`config.mk`:
```
export PLATFORM = sky130hd
export DESIGN_NAME = id_ex_stage
export DESIGN_NICKNAME = d
export VERILOG_FILES = /design/src/rtl/id_ex_stage.sv
export SDC_FILE = /design/constraint.sdc
export NUM_CORES = 1
export LEC_CHECK = 0
export CORE_ASPECT_RATIO = 0.7
export CORE_MARGIN = 3
export CORE_UTILIZATION = 50
export DETAILED_ROUTE_END_ITERATION = 6
export DONT_BUFFER_PORTS = 1
export PLACE_DENSITY = 0.71
export SYNTH_ARGS = -nofsm -noshare
export SYNTH_HDL_FRONTEND = slang
export SYNTH_SLANG_ARGS = --single-unit
```
`constraint.sdc`:
```
create_clock -name clk -period 4.4 [get_ports clk]
set_input_delay 0.22 -clock clk [delete_from_list [all_inputs] [get_ports clk]]
set_output_delay 0.22 -clock clk [all_outputs]
set_load 0.02 [all_outputs]
```
`src/rtl/id_ex_stage.sv`:
```
// ID/EX pipeline register with EX/MEM and MEM/WB forwarding and load-use detection.
// Optional stall-cycle counter output enabled by ID_EX_STALL_CNT_EN.
module id_ex_stage #(
    parameter int DATA_W     = 32,
    parameter int REG_ADDR_W = 5
) (
    input  logic                  clk,
    input  logic                  rstn,
    input  logic                  stall,
    input  logic                  flush,
    input  logic                  id_valid,
    input  logic [REG_ADDR_W-1:0] id_rs,
    input  logic [REG_ADDR_W-1:0] id_rt,
    input  logic [REG_ADDR_W-1:0] id_rd,
    input  logic                  id_uses_rt,
    input  logic [DATA_W-1:0]     id_rs_data,
    input  logic [DATA_W-1:0]     id_rt_data,
    input  logic [DATA_W-1:0]     id_imm,
    input  logic [3:0]            id_alu_ctl,
    input  logic                  id_alu_src,
    input  logic                  id_reg_write,
    input  logic                  id_mem_read,
    input  logic                  exmem_reg_write,
    input  logic [REG_ADDR_W-1:0] exmem_rd,
    input  logic [DATA_W-1:0]     exmem_result,
    input  logic                  memwb_reg_write,
    input  logic [REG_ADDR_W-1:0] memwb_rd,
    input  logic [DATA_W-1:0]     memwb_data,
    output logic                  ex_valid,
    output logic [DATA_W-1:0]     ex_a,
    output logic [DATA_W-1:0]     ex_b,
    output logic [3:0]            ex_alu_ctl,
    output logic [DATA_W-1:0]     ex_store_data,
    output logic [REG_ADDR_W-1:0] ex_rd,
    output logic                  ex_reg_write,
    output logic                  ex_mem_read,
    output logic                  load_use_stall
`ifdef ID_EX_STALL_CNT_EN
    ,
    output logic [31:0]           stall_cycles
`endif
);

    logic                  valid_q;
    logic [REG_ADDR_W-1:0] rs_q;
    logic [REG_ADDR_W-1:0] rt_q;
    logic [REG_ADDR_W-1:0] rd_q;
    logic [DATA_W-1:0]     rs_data_q;
    logic [DATA_W-1:0]     rt_data_q;
    logic [DATA_W-1:0]     imm_q;
    logic [3:0]            alu_ctl_q;
    logic                  alu_src_q;
    logic                  reg_write_q;
    logic                  mem_read_q;

    logic [DATA_W-1:0]     fwd_rs;
    logic [DATA_W-1:0]     fwd_rt;
    logic [DATA_W-1:0]     cap_rs;
    logic [DATA_W-1:0]     cap_rt;

    // EX/MEM is younger than MEM/WB, so it wins when both match.
    always_comb begin
        fwd_rs = rs_data_q;
        if (rs_q != '0 && exmem_reg_write && exmem_rd == rs_q)
            fwd_rs = exmem_result;
        else if (rs_q != '0 && memwb_reg_write && memwb_rd == rs_q)
            fwd_rs = memwb_data;
    end

    always_comb begin
        fwd_rt = rt_data_q;
        if (rt_q != '0 && exmem_reg_write && exmem_rd == rt_q)
            fwd_rt = exmem_result;
        else if (rt_q != '0 && memwb_reg_write && memwb_rd == rt_q)
            fwd_rt = memwb_data;
    end

    // Register file write and read can collide in the same cycle.
    always_comb begin
        cap_rs = id_rs_data;
        cap_rt = id_rt_data;
        if (id_rs != '0 && memwb_reg_write && memwb_rd == id_rs)
            cap_rs = memwb_data;
        if (id_rt != '0 && memwb_reg_write && memwb_rd == id_rt)
            cap_rt = memwb_data;
    end

    assign load_use_stall = valid_q & mem_read_q & (rd_q != '0) & id_valid &
                            ((rd_q == id_rs) | (id_uses_rt & (rd_q == id_rt)));

    always_ff @(posedge clk or negedge rstn) begin
        if (!rstn) begin
            valid_q     <= 1'b0;
            rs_q        <= '0;
            rt_q        <= '0;
            rd_q        <= '0;
            rs_data_q   <= '0;
            rt_data_q   <= '0;
            imm_q       <= '0;
            alu_ctl_q   <= '0;
            alu_src_q   <= 1'b0;
            reg_write_q <= 1'b0;
            mem_read_q  <= 1'b0;
        end else if (flush) begin
            valid_q <= 1'b0;
        end else if (stall) begin
            rs_data_q <= fwd_rs;
            rt_data_q <= fwd_rt;
        end else if (load_use_stall) begin
            valid_q <= 1'b0;
        end else begin
            valid_q     <= id_valid;
            rs_q        <= id_rs;
            rt_q        <= id_rt;
            rd_q        <= id_rd;
            rs_data_q   <= cap_rs;
            rt_data_q   <= cap_rt;
            imm_q       <= id_imm;
            alu_ctl_q   <= id_alu_ctl;
            alu_src_q   <= id_alu_src;
            reg_write_q <= id_reg_write;
            mem_read_q  <= id_mem_read;
        end
    end

`ifdef ID_EX_STALL_CNT_EN
    always_ff @(posedge clk or negedge rstn) begin
        if (!rstn)
            stall_cycles <= '0;
        else if ((load_use_stall | stall) & ~flush)
            stall_cycles <= stall_cycles + 32'd1;
    end
`endif

    assign ex_valid      = valid_q;
    assign ex_a          = fwd_rs;
    assign ex_b          = alu_src_q ? imm_q : fwd_rt;
    assign ex_store_data = fwd_rt;
    assign ex_alu_ctl    = alu_ctl_q;
    assign ex_rd         = rd_q;
    assign ex_reg_write  = valid_q & reg_write_q;
    assign ex_mem_read   = valid_q & mem_read_q;

endmodule

```
Word level (Yosys, flattened, before mapping)
Index checks and enable logic that the tools add are counted.
{"block": "totals", "reg_bits": 119, "word_cells": 64, "inputBits": 200}
{"block": "classes", "bitwise": 10, "n_eq_ne": 10, "n_mux": 14, "n_reduce_logical": 19}
{"op": "2-to-1 mux 32 bit", "count": 11}
{"op": "equality test 5 bit", "count": 8}
{"op": "nonzero test 5 bit", "count": 5}
{"op": "logical AND 1 bit", "count": 12}
{"op": "AND 1 bit", "count": 6}
{"op": "2-to-1 mux 1 bit", "count": 3}
{"op": "inverter 1 bit", "count": 3}
{"op": "AND reduction 3 bit", "count": 1}
{"op": "inequality test 2 x 1 -> 1 bit, second input constant", "count": 1}
{"op": "inequality test 2 bit, second input constant", "count": 1}
{"op": "AND reduction 2 bit", "count": 1}
{"op": "OR 1 bit", "count": 1}

Depth between registers and ports, before layout
Gate-level depths: netlist of run 1.
{"block": "logic_depth", "depth_word": 7, "mapped_depth": 9}

Least setup slack after synthesis of run 1
OpenSTA, ideal clock, no wires.
{"block": "synth_timing", "path_kind": "register -> output", "startpoint": "register rt_q[1]", "endpoint": "output port ex_b[10]", "required_ns": 4.180, "arrival_time_ns": 2.495, "path_stages_with_launch": 10, "slack_ns": 1.685, "cell_sequence": "dfrtp_1 or4_1 nor2_1 or4_1 buf_2 buf_2 buf_1 nor2_1 a31oi_1 mux2_2"}
{"block": "synth_between", "elab_chain_len": 6, "elab_cells_between_ends": 10, "cone_classes": "eq/ne: 2; mux: 3; reduce/logical: 5"}
{"item": "from (decl)", "line_no": "46", "rtl": "logic [REG_ADDR_W-1:0] rt_q;"}
{"item": "from (signal assigned)", "line_no": "114", "rtl": "rt_q <= id_rt;"}
{"item": "nonzero test 5 bit", "line_no": "72, 74"}
{"item": "logical AND 1 bit (2 in a row)", "line_no": "74", "rtl": "else if (rt_q != '0 && memwb_reg_write && memwb_rd == rt_q)"}
{"item": "2-to-1 mux 32 bit", "line_no": "74"}
{"item": "2-to-1 mux 32 bit (*)", "line_no": "72", "rtl": "if (rt_q != '0 && exmem_reg_write && exmem_rd == rt_q)"}
{"item": "via ex_store_data[10]", "line_no": "33", "rtl": "output logic [DATA_W-1:0] ex_store_data,"}
{"item": "2-to-1 mux 32 bit (*)", "line_no": "137", "rtl": "assign ex_b = alu_src_q ? imm_q : fwd_rt;"}
{"item": "to (decl)", "line_no": "31", "rtl": "output logic [DATA_W-1:0] ex_b,"}
The timed path passes the listed nets; every way through them passes the cells marked *.

Worst setup path in the final report of run 1
{"block": "layout_timing", "startpoint": "register rt_q[1]", "endpoint": "output port ex_b[21]"}
Same word-level chain as after synthesis.

==> impl_metrics.tcl, run 1 <==
set metrics [dict create \
    min_path_type "primary input to flip-flop" \
    crit_end "ex_b[21]" \
    worstMarginPinSlew_ps 1210 \
    synth_nets 1049 \
    rrSetupSlack_ps 1130 \
    synthTopCellsByArea "dfrtp_1 (36%), mux2i_1 (12%), mux2_2 (11%), nand2_1 (4.6%), nor2_1 (4.5%)" \
    start_kind "flip-flop" \
    avgViaCountPerCell 6.79 \
    syn_area_sq_mm 0.00825 \
    cts_setup_buffers 0 \
    irDropWorstVdd_uv 213 \
    dp_cells 1001 \
    wl_per_cell_um 26.3 \
    finalHoldViolations 0 \
    clkSinkCount 119 \
    grt_util_all_layers_pct 31.2 \
    fin_crit_sh_pct 90.4 \
    dr.pass1.iters 5 \
    first_iter_violations 797 \
    leakagePower_nw 3.55 \
    yosysMostFrequentCell "dfrtp_1" \
    drt.antenna.violating_nets 0 \
    clk_pin_slew_ps 60 \
    worstPathArrival_ps 3760 \
    yosysUniqueCellTypes 37 \
    synth_top_cell_area_share_pct 36.1 \
    routabilityCongestion 0.888 \
    area_growth_pct 16.4 \
    dpl_cell_area_sq_mm 0.00834 \
    avgSynthCellArea_sq_um 9.72 \
    fin_crit_ps 3980 \
    final_cells 1094 \
    maxSlewHeadroom_pct 19.0 \
    insertion_delay_ps 420 \
    synth_edf_count 0 \
    power_density_mw_per_mm2 414 \
    r2r-end "rt_data_q[18]" \
    ys.flop_type "dfrtp_1" \
    die_height_um 113 \
    worstPathRequired_ps 4180 \
    fmax_mhz 251 \
    synth_commonest_cells "dfrtp_1 (119), nand2_1 (102), nor2_1 (99)" \
    setup_violations 0 \
    routed_wl_um 28800 \
    design_area_sq_mm 0.00961 \
    critPathMaxFanout 33 \
    synth_top_area_cell "dfrtp_1" \
    cts-root-buf "clkbuf_16" \
    grt_overflow 0 \
    numCtsBuffers 17 \
    synthArstFlopShare_pct 100 \
    nets 1061 \
    grt_setup_unrepaired "no" \
    clockBufferDepth 2 \
    htreeDepth 4 \
    ys_ff_latch 119 \
    dp_hpwl_um 18100 \
    grt_max_degree 120 \
    row_count 38 \
    grt_pass1_wl_um 44500 \
    ios 309 \
    worstSetupPathType "flip-flop to output port" \
    r2r_cells 5 \
    drcViolationCount 0 \
    antenna_found_initial 0 \
    critPathLaunch "rt_q[1]" \
    cap_viol_max_count 0 \
    diodes 0 \
    core_sq_mm 0.0158 \
    cts_tree "built" \
    ys_seq_area_share_pct 36.1 \
    r2r-start "rt_q[1]" \
    dr_total_vias 7429 \
    setup_slack_ps 422 \
    cp-end-kind "output port" \
    post-place-ws_ps 920 \
    status "complete, no violations" \
    die_area_sq_mm 0.0181 \
    start_util_pct 52.1 \
    setup_tns_ps 0 \
    slew_violations 0 \
    grt_pass1_vias 7515 \
    numPortBuffers 0 \
    skew_ps 9.54 \
    ys_warn_count 0 \
    die_w_um 160 \
    syn-instance-count 849 \
    drive_gt1_share_pct 20.1 \
]
-- per-stage QoR --
step / power (mW) / util (%) / hold slack, ps
after floorplan: 2.21 / - / -75.6
after global placement: 2.34 / 52.7 / -72.3
after detailed placement: 2.38 / 52.7 / -72.9
after CTS: 3.98 / 60.6 / 0.229
after global routing: 4.14 / 60.7 / 6.87
final: 3.98 / 60.7 / 12.5
-- cell usage in the layout, fill, tap and decap left out, drive strengths merged, types with 3 or more instances in the layout --
master,synthesis,layout
a2111o,32,32
a21oi,35,35
a31oi,32,32
and2,3,3
buf,29,13
bufinv,0,4
clkbuf,51,18
clkinv,1,6
dfrtp,119,119
dlygate4sd3,0,60
inv,1,4
mux2,86,86
mux2i,95,95
nand2,102,102
nand3,3,3
nand4,5,5
nor2,99,99
o211ai,34,34
o221a,31,31
o32a,31,31
or4,5,5
xnor2,29,29
xor2,9,9
-- worst max-delay path, stage by stage, from the launching register on --
cell      delay [ps]
dfrtp_1          420
or4_1            570
o211ai_1         420
or2_2            780
nand2_1          160
a31oi_1          610
mux2_2           360
-- power breakdown --
part | internal, mW | switching [mW]
sequential | 1.26 | 0.152
combinational | 0.410 | 0.628
clock | 0.968 | 0.562
-- layer usage --
metal  GRT usage (%)  up-vias  wire [um]
met5               0        -          0
met3            11.4       67       3330
met4            10.9        0        686
met2            50.3      499      13400
met1            38.9     3639      11300
li1                -     3224          -
-- registers in the layout (all words and copies together) (netlist names) --
name         cells
ex_rd            5
imm_q           32
ex_valid         1
reg_write_q      1
rs_data_q       32
rt_q             5
alu_src_q        1
rt_data_q       32
ex_alu_ctl       4
rs_q             5
mem_read_q       1
-- area by class of cell --
cell class                 instances  area, sq um
tap                              220          275
clock inverter                    14          198
timing repair buffer              73          718
clock buffer                      18          439
multi-input combinational        648         4990
inverter                           2         7.51
sequential                       119         2980
fill                            1280         6230
-- cell families after synthesis --
group	after synthesis	share of synthesized area, %
AND/OR/NAND/NOR	225	11.1
AO/OA/AOI/OAI	204	20.9
multiplexers	181	23.6
flip-flops	119	36.1
buffers and inverters	82	4.23
XOR/XNOR	38	4.03
-- timing repair --
item                                   4_1_cts  5_1_grt
hold buffers                                60        1
setup endpoints to repair                    0        0
resized for setup                            0        0
endpoints found under the hold margin      187        1
-- worst min path at each step --
stage | endpoint | depth (start not counted) | start | slack [ps]
floorplan | alu_src_q | 0 | rstn | -80
global placement | imm_q[27] | 0 | rstn | -70
detailed placement | imm_q[27] | 0 | rstn | -70
CTS | rs_data_q[13] | 2 | flush | 0.2
global route | rs_data_q[4] | 2 | flush | 7
finish | rs_data_q[31] | 2 | flush | 10
Note: power is estimated with default switching activity, not from simulation.
==> run 2, diff against run 1 <==
PLACE_DENSITY = 0.61   (was 0.71)
==> impl_metrics.tcl, run 2 (synthesis gave the netlist of run 1 again) <==
set metrics [dict create \
    first_iter_violations 731 \
    power_density_mw_per_mm2 420 \
    dr_total_vias 7328 \
    grt_max_degree 120 \
    die_area_sq_mm 0.0181 \
    fmax_mhz 255 \
    routed_wl_um 28600 \
    r2r-start "rt_q[0]" \
    numCtsBuffers 17 \
    grt_pass1_wl_um 44400 \
    hold_start "flush" \
    worstPathRequired_ps 4180 \
    worstPathArrival_ps 3710 \
    insertion_delay_ps 420 \
    core_sq_mm 0.0158 \
    nets 1059 \
    row_count 38 \
    post-place-ws_ps 965 \
    setup_slack_ps 474 \
    antenna_found_initial 1 \
    clk_pin_slew_ps 60 \
    start_kind "flip-flop" \
    setup_violations 0 \
    htreeDepth 4 \
    grt_setup_unrepaired "no" \
    maxSlewHeadroom_pct 16.5 \
    drt.antenna.violating_nets 0 \
    numPortBuffers 0 \
    clockBufferDepth 2 \
    critPathMaxFanout 33 \
    grt_pass1_vias 7668 \
    wl_per_cell_um 26.2 \
    status "complete, no violations" \
    finalHoldViolations 0 \
    worstMarginPinSlew_ps 1250 \
    grt_overflow 0 \
    grt_util_all_layers_pct 31.2 \
    worstSetupPathType "flip-flop to output port" \
    setup_tns_ps 0 \
    ios 309 \
    final_common_cell "dfrtp_1" \
    cts_tree "built" \
    dr.pass1.iters 6 \
    cts-root-buf "clkbuf_16" \
    dp_cells 999 \
    cp_num_buf_inv 0 \
    dp_hpwl_um 18100 \
    top_regs "imm_q x32, rs_data_q x32, rt_data_q x32" \
    crit_family "simple AND/OR/NAND/NOR gates" \
    die_height_um 113 \
    crit_path_max_incr_delay_ps 750 \
    leakagePower_nw 3.56 \
    worstPathCellList "or4_1 > o211ai_1 > or2_2 > nand2_1 > a31oi_1 > mux2_2" \
    drcViolationCount 0 \
    fin_crit_ps 3930 \
    drive_gt1_share_pct 19.8 \
    final_cells 1093 \
    critPathLaunch "rt_q[1]" \
    avgViaCountPerCell 6.70 \
    final_cell_mix "dfrtp_1 (118), nand2_1 (102), nor2_1 (98)" \
    min_path_type "primary input to flip-flop" \
    start_util_pct 52.1 \
    area_growth_pct 16.5 \
    skew_ps 11.1 \
    routabilityCongestion 0.925 \
    cap_viol_max_count 0 \
    clkSinkCount 119 \
    slew_violations 0 \
    die_w_um 160 \
    fin_crit_sh_pct 89.2 \
    irDropWorstVdd_uv 233 \
    cts_setup_buffers 0 \
    cp-end-kind "output port" \
    nFillCells 1305 \
    critPathSlowestCell "or2_2" \
]
==> run 2: final timing paths <==
| kind | to | slack (ps) | cells past startpoint |
|---|---|---|---|
| max | ex_b[0] | 470 | 6 |
| min | rs_data_q[6] | 10 | 2 |
| max reg2reg | rt_data_q[10] | 1150 | 6 |
| min reg2reg | rt_data_q[30] | 500 | 1 |
| max in group asynchronous | rt_data_q[25] | 3440 | 2 |
| min in group asynchronous | imm_q[1] | 410 | 2 |
==> run 2: report_power, final <==
| group | internal, mW | leakage, nW | switching [mW] |
|---|---|---|---|
| registers | 1.26 | 1.42 | 0.151 |
| logic | 0.410 | 1.82 | 0.627 |
| clock network | 1.06 | 0.323 | 0.531 |
| total | 2.73 | 3.56 | 1.31 |
==> run 2: through the flow <==
stage	hold slack, ps	total power, mW	instance area (sq um)	util, %
after floorplan	-75.6	2.21	8250	-
after CTS	1.67	4.05	9610	60.7
final	14.6	4.03	9620	60.7
after global placement	-72.5	2.34	8330	52.6
after detailed placement	-72.3	2.38	8330	52.6
after global routing	20.2	4.21	9610	60.7
==> run 2: repair_timing <==
item,CTS,global route
endpoints found under the hold margin,195,0
hold buffers,61,0
resized for setup,0,0
==> run 2: routing by layer <==
metal | up-vias | part of all wire (%) | GRT usage (%) | wire [um]
met5 | - | 0 | 0 | 0
met4 | 0 | 2.4 | 11.1 | 690
met3 | 58 | 9.5 | 8.89 | 2720
met2 | 407 | 48 | 52.1 | 13800
met1 | 3644 | 40 | 39.0 | 11400
li1 | 3219 | - | - | -
==> run 2: final cells by class <==
cell class / instances / area [sq um] / share of cell area [%]
inverter: 2 / 7.51 / 0.0781
antenna: 1 / 2.50 / 0.0260
tap: 220 / 275 / 2.86
clock buffer: 18 / 429 / 4.46
timing repair buffer: 71 / 703 / 7.31
clock inverter: 14 / 230 / 2.39
multi-input combinational: 648 / 4990 / 51.9
sequential: 119 / 2980 / 31.0
==> run 3, diff against run 2 <==
clock period = 4.5 ns   (was 4.4 ns; I/O delays follow)
==> impl_metrics.tcl, run 3 (synthesis gave the netlist of run 1 again) <==
set metrics [dict create \
    status "complete, no violations" \
    slew_violations 0 \
    drt.antenna.violating_nets 0 \
    top_regs "imm_q x32, rs_data_q x32, rt_data_q x32" \
    wl_per_cell_um 25.4 \
    finalHoldViolations 0 \
    routed_wl_um 27700 \
    worstSetupPathDepth 6 \
    grt_util_all_layers_pct 30.2 \
    crit_path_max_incr_delay_ps 740 \
    cts-root-buf "clkbuf_16" \
    worstMarginPinSlew_ps 1230 \
    worstPathArrival_ps 3660 \
    first_iter_violations 547 \
    dp_hpwl_um 17700 \
    maxSlewHeadroom_pct 17.9 \
    critPathSlowestCell "or2_2" \
    r2r-end "rt_data_q[10]" \
    dr_total_vias 7316 \
    r2r-start "rt_q[0]" \
    numCtsBuffers 17 \
    row_count 38 \
    clk_pin_slew_ps 60 \
    htreeDepth 4 \
    die_area_sq_mm 0.0181 \
    grt_setup_unrepaired "no" \
    critPathLaunch "rt_q[1]" \
    worstPathCellList "or4_1 > o211ai_1 > or2_2 > nand2_1 > a31oi_1 > mux2_2" \
    core_sq_mm 0.0158 \
    crit_family "simple AND/OR/NAND/NOR gates" \
    critPathMaxFanout 33 \
    routabilityCongestion 0.878 \
    cp_num_buf_inv 0 \
    worstSetupPathType "flip-flop to output port" \
    irDropWorstVdd_uv 264 \
    clockBufferDepth 2 \
    crit_end "ex_b[19]" \
    fin_crit_ps 3890 \
    insertion_delay_ps 410 \
    grt_max_degree 120 \
    final_cell_mix "dfrtp_1 (118), nand2_1 (102), nor2_1 (98)" \
    nFillCells 1300 \
    grt_overflow 0 \
    dr.pass1.iters 5 \
    avgViaCountPerCell 6.70 \
    setup_tns_ps 0 \
    worstPathRequired_ps 4280 \
    skew_ps 9.73 \
    rrSetupSlack_ps 880 \
    cts_tree "built" \
    die_w_um 160 \
    r2r_cells 7 \
    grt_pass1_wl_um 43100 \
    drcViolationCount 0 \
    ios 309 \
    fin_crit_sh_pct 86.4 \
    die_height_um 113 \
    area_growth_pct 16.8 \
    cp-end-kind "output port" \
    min_path_type "primary input to flip-flop" \
    power_density_mw_per_mm2 413 \
    leakagePower_nw 3.56 \
    setup_slack_ps 612 \
    grt_pass1_vias 7384 \
    numPortBuffers 0 \
    start_kind "flip-flop" \
    nets 1059 \
    start_util_pct 52.1 \
    fmax_mhz 257 \
    cap_viol_max_count 0 \
    clkSinkCount 119 \
    final_common_cell "dfrtp_1" \
    antenna_found_initial 1 \
    diodes 0 \
    setup_violations 0 \
    post-place-ws_ps 1050 \
    drive_gt1_share_pct 20.0 \
]
==> run 3: cell types whose count changed in the layout (fill, tap and decap cells not counted), sizes merged <==
cell	before	now
buf	11	12
clkbuf	18	21
clkinv	8	3
clkinvlp	1	2
diode	1	0
dlygate4sd3	60	59
inv	1	2
==> run 3: worst min-delay path by stage <==
stage | startpoint | to | slack (ps) | depth (start not counted)
after detailed placement | rstn | imm_q[3] | -70 | 0
after global placement | rstn | ex_alu_ctl[0] | -70 | 0
after CTS | flush | rs_data_q[29] | 0.7 | 2
after global routing | flush | rs_data_q[29] | 3 | 2
after floorplan | rstn | alu_src_q | -70 | 0
final | flush | rs_data_q[24] | 20 | 2
==> run 3: report_power, final <==
group	switching, mW	internal (mW)	leakage, nW
sequential	0.145	1.23	1.42
clock	0.507	1.08	0.330
combinational	0.609	0.400	1.82
total	1.26	2.72	3.56
==> run 3: area by class of cell <==
cell class / instances / area (sq um) / share of cell area [%]
well taps: 220 / 275 / 2.86
repair buffers: 71 / 701 / 7.27
flip-flops and latches: 119 / 2980 / 30.9
multi-input cells: 648 / 4990 / 51.8
inverters: 2 / 7.51 / 0.0779
clock inverters: 11 / 218 / 2.26
clock buffers: 21 / 470 / 4.88
==> run 3: timing repair <==
item,CTS,global route
hold buffers,60,0
buffers inserted,0,0
hold endpoints to repair,185,0
gates resized for setup,0,0
setup endpoints to repair,0,0
==> run 3: through the flow <==
step	power, mW	hold slack (ps)	std cells	area [sq um]	util, %
after floorplan	2.16	-70.6	849	8250	-
after global placement	2.29	-67.5	1000	8330	52.6
after detailed placement	2.32	-67.3	1000	8330	52.6
after CTS	4.00	0.651	1092	9640	60.9
after global routing	4.14	3.31	1092	9640	60.9
final	3.98	20.3	1092	9640	60.9
==> run 3: routing by layer <==
metal	up-vias	wire length [um]	global-route usage [%]
met3	54	3190	11.1
met1	3586	10700	37.4
met5	-	20	0
li1	3219	-	-
met4	2	610	9.85
met2	455	13200	49.4
